**src/rtl/csa_pkg.sv**
```systemverilog
// Shared types and helpers for the carry-save accumulator: FSM state encoding
// and the operand-count threshold beyond which the group sum may have wrapped.
package csa_pkg;

  typedef enum logic [1:0] {
    ST_ACCUM   = 2'd0,
    ST_RESOLVE = 2'd1,
    ST_HOLD    = 2'd2
  } csa_state_e;

  // Summing more than 2^(acc_width-in_width) full-scale operands can overflow.
  function automatic longint unsigned csa_guard_threshold(input int in_width,
                                                          input int acc_width);
    return 64'd1 << (acc_width - in_width);
  endfunction

endpackage

```
**src/rtl/csa_3to2_uniform.sv**
```systemverilog
// Equal-width 3:2 compressor: bitwise full adders, carries shifted up one bit
// with the carry out of the top bit dropped.
module csa_3to2_uniform #(
  parameter int W = 20
) (
  input  logic [W-1:0] a,
  input  logic [W-1:0] b,
  input  logic [W-1:0] c,
  output logic [W-1:0] sum,
  output logic [W-1:0] carry
);

  logic [W-1:0] maj;

  assign sum   = a ^ b ^ c;
  assign maj   = (a & b) | (a & c) | (b & c);
  assign carry = maj << 1;

endmodule

```
**src/rtl/csa_accumulator.sv**
```systemverilog
// Streaming group accumulator: operands are folded into redundant sum/carry
// form, resolved with one carry-propagate add after the last operand, then held.
module csa_accumulator
  import csa_pkg::*;
#(
  parameter int IN_WIDTH    = 12,
  parameter int ACC_WIDTH   = 20,
  parameter int SIGNED_MODE = 0,
  parameter int CNT_WIDTH   = 8
) (
  input  logic                 clk,
  input  logic                 rst,
  input  logic                 in_valid,
  output logic                 in_ready,
  input  logic [IN_WIDTH-1:0]  in_data,
  input  logic                 in_last,
  output logic                 out_valid,
  input  logic                 out_ready,
  output logic [ACC_WIDTH-1:0] out_data,
  output logic [CNT_WIDTH-1:0] out_count,
  output logic                 out_guard,
  output logic [1:0]           dbg_state
);

  // Handshakes: a transfer happens on a rising edge where valid and ready are
  // both high; valid never depends on ready, and a held valid keeps its data.

  localparam int EXT_W = ACC_WIDTH - IN_WIDTH;
  localparam int GW    = EXT_W + 1;
  localparam logic [GW-1:0] GUARD_THR = GW'(csa_guard_threshold(IN_WIDTH, ACC_WIDTH));

  csa_state_e           state_q, state_d;
  logic [ACC_WIDTH-1:0] sum_q, sum_d;
  logic [ACC_WIDTH-1:0] carry_q, carry_d;
  logic [CNT_WIDTH-1:0] cnt_q, cnt_d;
  logic [GW-1:0]        gcnt_q, gcnt_d;
  logic [ACC_WIDTH-1:0] out_data_q, out_data_d;
  logic [CNT_WIDTH-1:0] out_count_q, out_count_d;
  logic                 out_guard_q, out_guard_d;

  logic                 ext_bit;
  logic [ACC_WIDTH-1:0] in_ext;
  logic [ACC_WIDTH-1:0] csa_sum;
  logic [ACC_WIDTH-1:0] csa_carry;

  assign ext_bit = (SIGNED_MODE != 0) ? in_data[IN_WIDTH-1] : 1'b0;
  assign in_ext  = {{EXT_W{ext_bit}}, in_data};

  csa_3to2_uniform #(.W(ACC_WIDTH)) u_csa (
    .a     (sum_q),
    .b     (carry_q),
    .c     (in_ext),
    .sum   (csa_sum),
    .carry (csa_carry)
  );

  // gcnt tracks the true term count past the point where cnt saturates,
  // so the guard stays correct even when CNT_WIDTH is narrow.
  always_comb begin
    state_d     = state_q;
    sum_d       = sum_q;
    carry_d     = carry_q;
    cnt_d       = cnt_q;
    gcnt_d      = gcnt_q;
    out_data_d  = out_data_q;
    out_count_d = out_count_q;
    out_guard_d = out_guard_q;
    case (state_q)
      ST_ACCUM: begin
        if (in_valid) begin
          sum_d   = csa_sum;
          carry_d = csa_carry;
          if (!(&cnt_q))  cnt_d  = cnt_q + CNT_WIDTH'(1);
          if (!(&gcnt_q)) gcnt_d = gcnt_q + GW'(1);
          if (in_last)    state_d = ST_RESOLVE;
        end
      end
      ST_RESOLVE: begin
        out_data_d  = sum_q + carry_q;
        out_count_d = cnt_q;
        out_guard_d = (gcnt_q > GUARD_THR);
        state_d     = ST_HOLD;
      end
      ST_HOLD: begin
        if (out_ready) begin
          sum_d   = '0;
          carry_d = '0;
          cnt_d   = '0;
          gcnt_d  = '0;
          state_d = ST_ACCUM;
        end
      end
      default: state_d = ST_ACCUM;
    endcase
  end

  always_ff @(posedge clk) begin
    if (rst) begin
      state_q     <= ST_ACCUM;
      sum_q       <= '0;
      carry_q     <= '0;
      cnt_q       <= '0;
      gcnt_q      <= '0;
      out_data_q  <= '0;
      out_count_q <= '0;
      out_guard_q <= 1'b0;
    end else begin
      state_q     <= state_d;
      sum_q       <= sum_d;
      carry_q     <= carry_d;
      cnt_q       <= cnt_d;
      gcnt_q      <= gcnt_d;
      out_data_q  <= out_data_d;
      out_count_q <= out_count_d;
      out_guard_q <= out_guard_d;
    end
  end

  assign in_ready  = (state_q == ST_ACCUM);
  assign out_valid = (state_q == ST_HOLD);
  assign out_data  = out_data_q;
  assign out_count = out_count_q;
  assign out_guard = out_guard_q;
  assign dbg_state = state_q;

endmodule

```
**config.mk**
```make
export PLATFORM = sky130hd
export DESIGN_NAME = csa_accumulator
export DESIGN_NICKNAME = d
export VERILOG_FILES = /design/src/rtl/csa_pkg.sv /design/src/rtl/csa_3to2_uniform.sv /design/src/rtl/csa_accumulator.sv
export SDC_FILE = /design/constraint.sdc
export NUM_CORES = 1
export LEC_CHECK = 0
export ABC_AREA = 1
export ABC_CLOCK_PERIOD_IN_PS = 1600
export BUFFER_PORTS_ARGS = -buffer_cell sky130_fd_sc_hd__buf_2
export CORE_MARGIN = 3
export CORE_UTILIZATION = 48
export DETAILED_ROUTE_END_ITERATION = 6
export HOLD_SLACK_MARGIN = 0.03
export PLACE_DENSITY = 0.68
export SKIP_LAST_GASP = 1
export SLEW_MARGIN = 40
export SYNTH_ARGS = -nofsm -noshare
export SYNTH_HDL_FRONTEND = slang
export SYNTH_SLANG_ARGS = --single-unit
export TNS_END_PERCENT = 100
```
**constraint.sdc**
```tcl
create_clock -name clk -period 1.6 [get_ports clk]
set_input_delay 0.32 -clock clk [delete_from_list [all_inputs] [get_ports clk]]
set_output_delay 0.32 -clock clk [all_outputs]
set_load 0.02 [all_outputs]
```
==> impl_metrics.yaml, run 1 <==
outcome:
  outcome: "complete, but fails checks"
  violations: "negative setup slack"
logic_synthesis:
  postSynth.asyncResetShare_pct: 0
  ys.flop_type: "dfxtp_1"
  avgSynthCellArea_um2: 7.22
  ys_warn_count: 0
  synth_largest_area_cell: "dfxtp_1"
  yosysMostFrequentCell: "nand2_1"
  synth.area.top_cells: "dfxtp_1, nand2_1, a21oi_1"
  synth_cells: 645
  ys_ff_latch: 87
  synth_cell_types: 31
  synth-edff-count: 0
  synth_top_area_share_pct: 37.4
  synth_common_cells: "nand2_1, dfxtp_1, a21oi_1, nor2_1, inv_1"
  yosysSeqAreaShare_pct: 37.4
  syn-num-nets: 697
  synthesis.area_mm2: 0.00466
flow_run:
  max_cap_viol_count: 0
layout:
  drive_above_1_share_pct: 31.4
  syn_to_final_growth_pct: 31.3
  layout.nets: 799
  n_antenna_cell: 0
  fillers: 793
  instances_no_fill: 881
clock_network:
  clk_pin_slew_ns: 0.09
  htreeDepth: 3
  cts_tree: "yes"
  cts_root_buffer: "clkbuf_8"
  cts_hold_buf: 0
  insertion_delay_ns: 0.36
  clockBufferDepth: 2
  clock_sinks: 87
  cts_made_buffers: 9
die:
  rows: 35
  io_pins: 50
  start_util_pct: 49.9
  die_h_um: 104
  dieArea_mm2: 0.0109
  core_area_mm2: 0.00933
  die_w_um: 104
drt:
  initialDrtViolationCount: 195
  drt_wl_total_um: 11200
  ant_nets: 0
  drtPass1Iterations: 4
  vias_per_cell: 4.97
  vias: 4377
  avgRoutedWirePerCell_um: 12.8
  route.detailed.drc: 0
global_route:
  grt.overflow.total: 0
  grt_pass1_wl_um: 18700
  grtUsageTotal_pct: 20.4
  grt_pass1_vias: 4264
  grt_max_degree: 55
  antenna_found_initial: 0
sta:
  post-route-min-period_ns: 1.66
  clock.fmax_ghz: 0.604
  setup_viol: 9
  rsz0062_at_grt: "true"
  tns_ns: -0.317
  tightest_slew_ns: 0.397
  layout_worst_path_cycle_share_pct: 103
  final.setup_skew_ns: 0.0134
  fin_ws_ns: -0.0555
  relSlewSlack_pct: 73.5
  drv_slew: 0
  hold_viol: 0
power:
  clockPowerShare_pct: 33.3
  comb_power_share_pct: 16.8
  p_switching_mw: 1.34
  p_int_mw: 3.33
  ir_drop_mv: 0.444
  p_leak_nw: 2.79
  power_density_mw_per_mm2: 765
  switching_share_pct: 28.7
  seqPwrFrac_pct: 49.8
worst_hold_path:
  hold_depth: 3
  worstHoldPathType: "in -> reg"
critical_path:
  setup.worst_path.class: "reg -> reg"
  worstPathRequired_ns: 1.89
  cp-end-kind: "register"
  r2r_cells: 12
  cp-start-kind: "register"
  path_max_fanout: 5
  worst-endpoint-arrival_ns: 1.95
placement:
  dp_cells: 860
  hpwl_um: 7780
  gp_congestion: 0.855
  port_buffers: 49
-- cell usage in the layout (no fill, tap or decap), drive strengths merged --
cell,n
clkbuf,10
xnor2,3
buf,113
clkinv,1
nand3,34
o21a,1
and2,2
bufinv,1
inv,70
fa,12
nand4,3
ha,23
a21oi,79
nand2,186
nor3,8
o41ai,1
xor2,8
a211oi,2
o21ai,32
nor2,72
clkinvlp,2
dfxtp,87
o211ai,2
-- power by group through the flow --
| stage | logic (mW) | registers (mW) | clock network, mW |
|---|---|---|---|
| after floorplan | 0.388 | 2.41 | 0 |
| after global placement | 0.707 | 2.36 | 0 |
| after detailed placement | 0.725 | 2.36 | 0 |
| after CTS | 0.749 | 2.32 | 1.59 |
| after global routing | 0.884 | 2.34 | 1.69 |
| final | 0.788 | 2.33 | 1.56 |
-- layer usage --
layer,track usage [%],wire length (um),up-vias
met5,0,0,-
met4,5.41,162,0
met3,3.35,408,14
met2,37.2,5670,82
met1,24.7,4990,2016
li1,-,-,2265
-- final timing paths --
kind / startpoint / end / slack, ns
max: gcnt_q[1] / gcnt_q[5] / -0.06
min: in_last / dbg_state[0] / 0.19
min reg2reg: carry_q[17] / carry_q[17] / 0.48
max reg2reg: gcnt_q[1] / gcnt_q[5] / -0.06
-- logic make-up after synthesis --
kind of cell / share of synthesized area (%)
AO/OA/AOI/OAI: 13.0
adder cells (fa/ha/maj): 11.3
flip-flops: 37.4
XOR/XNOR: 2.07
buffers and inverters: 8.01
AND/OR/NAND/NOR: 28.2
-- stage by stage --
step	util [%]	cell area, um2	hold WS (ns)	total power [mW]	setup WS, ns
finish	65.5	6110	0.189	4.68	-0.0555
global route	65.5	6110	0.186	4.91	-0.170
CTS	62.3	5810	0.180	4.66	-0.0643
detailed placement	58.9	5490	0.458	3.08	-0.0797
global placement	58.9	5490	0.452	3.06	-0.0696
floorplan	-	4720	0.443	2.80	-0.000780
-- critical path: stages (launching register included) --
cell and delay, ns:
dfxtp_2 0.36, ha_4 0.15, nand2_4 0.06, nor3_4 0.14, nand2_1 0.08, nor2_1 0.11, ha_2 0.21, nand2_4 0.08
nand2_8 0.09, nor2_8 0.04, nand2_1 0.08, o21ai_0 0.08, a21oi_1 0.12
-- final cells by class --
cell class | count | area [um2] | share of cell area (%)
Tap cell | 129 | 161 | 2.64
Inverter | 68 | 258 | 4.22
Clock buffer | 10 | 128 | 2.09
Sequential cell | 87 | 1770 | 28.9
Clock inverter | 6 | 67.6 | 1.11
Timing Repair Buffer | 113 | 763 | 12.5
Multi-Input combinational cell | 468 | 2970 | 48.5
-- what timing repair did --
action / CTS / global route
gates cloned: 0 / 1
pin swaps: 2 / 12
endpoints found under the setup margin: 40 / 72
buffers inserted: 0 / 4
gates resized for setup: 21 / 73
-- flip-flops by register name (all words and copies together), names as in the netlist --
| name | cells |
|---|---|
| gcnt_q | 9 |
| sum_q | 20 |
| dbg_state | 2 |
| cnt_q | 8 |
| out_count | 8 |
| out_guard | 1 |
| out_data | 20 |
| carry_q | 19 |
No activity file was read; power rests on OpenSTA's default activity.
==> run 2: changes to the inputs <==
ABC_CLOCK_PERIOD_IN_PS = 1700   (was 1600)
PLACE_DENSITY = 0.65   (was 0.68)
SYNTH_HIERARCHICAL = 1   (was not set)
clock period = 1.7 ns   (was 1.6 ns; I/O delays follow)
==> impl_metrics.yaml, run 2 <==
critical_path:
  cp-end-kind: "register"
  r2r_cells: 11
  cp_top_family: "simple AND/OR/NAND/NOR gates"
  slowest_delay_ns: 0.37
  path_max_fanout: 5
  slowest_stage: "dfxtp_2"
  setup.worst_path.class: "reg -> reg"
  worstPathRequired_ns: 1.99
  crit_chain: "ha_4 > nand2_4 > nor3_4 > nand2_1 > nor2_1 > ha_2 > nand2_2 > nand2_4 > buf_6 > a21oi_2 > a211oi_2"
  worstReg2RegStart: "gcnt_q[1]"
  reg2reg_slack_ns: -0.08
  cp-start-kind: "register"
  worst-endpoint-arrival_ns: 2.07
  cp_common_cell: "nand2_4"
  cp.buffers_inverters: 1
  rr_endpoint: "gcnt_q[1]"
drt:
  avgRoutedWirePerCell_um: 13.8
  initialDrtViolationCount: 306
  vias_per_cell: 5.13
  drtPass1Iterations: 5
  drt_wl_total_um: 13100
  ant_nets: 0
  route.detailed.drc: 0
  vias: 4859
die:
  die_h_um: 108
  start_util_pct: 50.2
  dieArea_mm2: 0.0116
  die_w_um: 108
  rows: 36
  core_area_mm2: 0.00991
  io_pins: 50
power:
  p_leak_nw: 3.08
  ir_drop_mv: 0.418
  p_total_mw: 4.94
  power_density_mw_per_mm2: 740
logic_synthesis:
  synth_cell_types: 32
  synth_cells: 692
  ys_warn_count: 6
  synthesis.area_mm2: 0.00498
  avgSynthCellArea_um2: 7.19
  yosysMostFrequentCell: "nand2_1"
  yosysSeqAreaShare_pct: 35.4
  synth_largest_area_cell: "dfxtp_1"
  synth.area.top_cells: "dfxtp_1, nand2_1, a21oi_1"
  synth-edff-count: 0
  synth_top_area_share_pct: 35.4
  ys.flop_type: "dfxtp_1"
  synth_common_cells: "nand2_1, dfxtp_1, a21oi_1, nand3_1, nor2_1"
  ys_ff_latch: 88
  postSynth.asyncResetShare_pct: 0
clock_network:
  cts_tree: "yes"
  cts_made_buffers: 9
  cts_root_buffer: "clkbuf_8"
  clock_sinks: 88
  clk_pin_slew_ns: 0.09
  clockBufferDepth: 2
  htreeDepth: 3
  insertion_delay_ns: 0.36
sta:
  clock.fmax_ghz: 0.562
  tns_ns: -0.158
  rsz0062_at_grt: "true"
  drv_slew: 0
  layout_worst_path_cycle_share_pct: 105
  hold_ws_ns: 0.219
  final.setup_skew_ns: 0.00651
  fin_ws_ns: -0.0806
  hold_viol: 0
  post-route-min-period_ns: 1.78
  setup_viol: 3
layout:
  syn_to_final_growth_pct: 34.1
  n_antenna_cell: 0
  drive_above_1_share_pct: 30.4
  mostFrequentLayoutCells: "nand2_1, a21oi_1, buf_4"
  layout.nets: 871
  final_common_cell: "nand2_1"
placement:
  hpwl_um: 9140
  port_buffers: 49
  pre_cts_slack_ns: -0.115
  gp_congestion: 0.898
worst_hold_path:
  hold_end: "dbg_state[0]"
  hold_depth: 3
  worstHoldPathType: "in -> reg"
  hp-start: "in_last"
global_route:
  grt.overflow.total: 0
  grtUsageTotal_pct: 23.0
  grt_pass1_vias: 4712
  grt_max_degree: 58
  antenna_found_initial: 0
  grt_pass1_wl_um: 21600
outcome:
  violations: "negative setup slack"
  outcome: "complete, but fails checks"
flow_run:
  max_cap_viol_count: 0
-- run 2: layer usage --
layer	global-route usage (%)	up-vias	share of wire, %
met3	3.30	28	3.9
met5	0	-	0
met4	9.74	0	2.3
li1	-	2469	-
met1	30.4	2240	46
met2	37.5	122	47
-- run 2: logic make-up after synthesis --
logic type | share of synthesized area (%)
buffers and inverters | 7.59
AO/OA/AOI/OAI | 13.0
other | 0.151
XOR/XNOR | 1.94
adder cells (fa/ha/maj) | 13.8
AND/OR/NAND/NOR | 28.1
flip-flops | 35.4
-- run 2: cell type report --
cell class              instances  area, um2
repair buffers                127        882
multi-input cells             514       3340
flip-flops and latches         88       1790
clock buffers                  11        151
well taps                     133        166
clock inverters                 4       77.6
inverters                      71        267
fillers                       853       3240
-- run 2: per-stage QoR --
step | util (%) | area (um2) | instances
3_5_place_dp | 59.7 | 5920 | 929
4_1_cts | 62.5 | 6190 | 944
3_3_place_gp | 59.7 | 5920 | 929
5_1_grt | 67.3 | 6670 | 948
6_report | 67.3 | 6670 | 948
2_1_floorplan | - | 5020 | 700
-- run 2: worst max path at each step --
stage / endpoint / startpoint / cells after the start
finish: gcnt_q[1] / gcnt_q[1] / 11
detailed placement: out_data[9] / sum_q[7] / 8
CTS: out_data[10] / sum_q[5] / 8
global placement: out_data[9] / sum_q[7] / 8
global route: gcnt_q[1] / gcnt_q[1] / 11
floorplan: gcnt_q[7] / gcnt_q[0] / 13
-- run 2: where the power goes --
group          internal [mW]  switching (mW)  leakage [nW]  total, mW
combinational          0.459           0.563          2.24       1.02
clock                  0.905           0.743         0.116       1.65
sequential              2.17          0.0976         0.725       2.27
-- run 2: timing repair --
action                                  CTS  global route
hold buffers                              0             0
gates resized for setup                  12           103
gates cloned                              0             0
buffers inserted                          0             4
pin swaps                                 4            25
endpoints found under the setup margin   12            37
-- run 2: tightest hold or removal path, delay by kind of cell --
family | cells | cell delay (ns)
AND/OR/NAND/NOR | 2 | 0.10
buffers and inverters | 1 | 0.11
==> run 3: changes to the inputs <==
ABC_CLOCK_PERIOD_IN_PS = 2200   (was 1700)
SKIP_LAST_GASP = not set   (was 1)
clock period = 2.2 ns   (was 1.7 ns; I/O delays follow)
==> impl_metrics.yaml, run 3 (same netlist as run 2, synthesis figures left out) <==
sta:
  hold_viol: 0
  tns_ns: 0
  setup_viol: 0
  layout_worst_path_cycle_share_pct: 88.6
  final.setup_skew_ns: 0.00921
  clock.fmax_ghz: 0.513
  rsz0062_at_grt: "false"
  drv_slew: 0
  tightest_slew_ns: 0.492
  post-route-min-period_ns: 1.95
  relSlewSlack_pct: 66.9
worst_hold_path:
  worstHoldPathType: "in -> reg"
  hold_depth: 3
  hold_end: "dbg_state[0]"
  hp-start: "in_last"
critical_path:
  slowest_stage: "fa_1"
  rr_endpoint: "out_data[12]"
  path_max_fanout: 4
  setup.worst_path.class: "reg -> reg"
  reg2reg_slack_ns: 0.25
  worst-endpoint-arrival_ns: 2.21
  cp_common_cell: "nand2_1"
  slowest_delay_ns: 0.45
  cp-startpoint: "sum_q[0]"
  cp.buffers_inverters: 1
  worstPathRequired_ns: 2.46
  r2r_cells: 12
  cp-end-kind: "register"
  worstReg2RegStart: "sum_q[0]"
  cp-start-kind: "register"
  cp_top_family: "simple AND/OR/NAND/NOR gates"
  crit_chain: "ha_1 > fa_1 > nand3_1 > nand3_1 > nand2_1 > nand2_1 > nand2_1 > nand2_1 > nand2_1 > nand3_1 > nand2_1 > inv_1"
clock_network:
  cts_hold_buf: 0
  post-cts-setup-buffers: 0
  cts_made_buffers: 9
  clk_pin_slew_ns: 0.09
  clock_sinks: 88
  insertion_delay_ns: 0.36
  clockBufferDepth: 2
  cts_root_buffer: "clkbuf_8"
  cts_tree: "yes"
  htreeDepth: 3
  cts_resized: 0
drt:
  ant_nets: 0
  route.detailed.drc: 0
  vias_per_cell: 5.18
  avgRoutedWirePerCell_um: 13.5
  drt_wl_total_um: 11900
  drtPass1Iterations: 6
  vias: 4559
  initialDrtViolationCount: 335
global_route:
  grt_pass1_vias: 4356
  antenna_found_initial: 0
  grt.overflow.total: 0
  grt_pass1_wl_um: 20400
  grt_max_degree: 41
  grtUsageTotal_pct: 21.7
layout:
  fillers: 1006
  n_antenna_cell: 0
  syn_to_final_growth_pct: 12.2
  final_common_cell: "nand2_1"
  drive_above_1_share_pct: 11.5
  design_area_mm2: 0.00558
  layout.nets: 803
  mostFrequentLayoutCells: "nand2_1, dfxtp_1, a21oi_1"
power:
  power_density_mw_per_mm2: 616
  p_total_mw: 3.44
  ir_drop_mv: 0.362
  p_leak_nw: 2.63
outcome:
  outcome: "complete, no violations"
die:
  die_h_um: 108
  rows: 36
  io_pins: 50
  core_area_mm2: 0.00991
  dieArea_mm2: 0.0116
  start_util_pct: 50.2
  die_w_um: 108
placement:
  detailed_place.area_mm2: 0.00539
  gp_congestion: 0.888
  port_buffers: 49
  hpwl_um: 8850
flow_run:
  max_cap_viol_count: 0
## run 3: worst max path at each step
stage	to	slack (ns)	cells past startpoint
2_1_floorplan	out_data[16]	0.48	12
3_3_place_gp	out_data[12]	0.32	12
3_5_place_dp	out_data[12]	0.25	12
4_1_cts	out_data[12]	0.23	12
5_1_grt	out_data[12]	0.06	12
6_report	out_data[12]	0.25	12
## run 3: layout make-up
class / instances / area [um2] / share of cell area [%]
multi-input combinational: 514 / 2880 / 51.5
inverter: 71 / 267 / 4.77
sequential: 88 / 1760 / 31.5
clock buffer: 9 / 124 / 2.22
clock inverter: 6 / 68.8 / 1.23
timing repair buffer: 59 / 320 / 5.74
tap: 133 / 166 / 2.98
## run 3: per-stage QoR
stage / util [%] / std cells / setup WS [ns] / hold WS [ns]
2_1_floorplan: - / 700 / 0.477 / 0.441
3_3_place_gp: 54.4 / 865 / 0.321 / 0.460
3_5_place_dp: 54.4 / 865 / 0.255 / 0.470
4_1_cts: 56.4 / 880 / 0.233 / 0.301
5_1_grt: 56.4 / 880 / 0.0627 / 0.320
6_report: 56.4 / 880 / 0.250 / 0.314
## run 3: layer usage
layer	vias up	track usage [%]	wire (um)
met4	0	6.31	200
met3	15	3.60	460
met5	-	0	0
li1	2335	-	-
met1	2103	29.6	5770
met2	106	35.2	5420
## run 3: where the power goes
part	total (mW)	internal (mW)	switching, mW	leakage [nW]
logic	0.562	0.202	0.360	1.82
registers	1.75	1.67	0.0770	0.717
clock network	1.13	0.527	0.601	0.0961
total	3.44	2.40	1.04	2.63
## run 3: worst register-to-register path, stage by stage (launching register included)
cell and delay [ns]:
dfxtp_1 0.36, ha_1 0.27, fa_1 0.45, nand3_1 0.11
nand3_1 0.11, nand2_1 0.11, nand2_1 0.10, nand2_1 0.09
nand2_1 0.06, nand2_1 0.05, nand3_1 0.07, nand2_1 0.06
inv_1 0.03
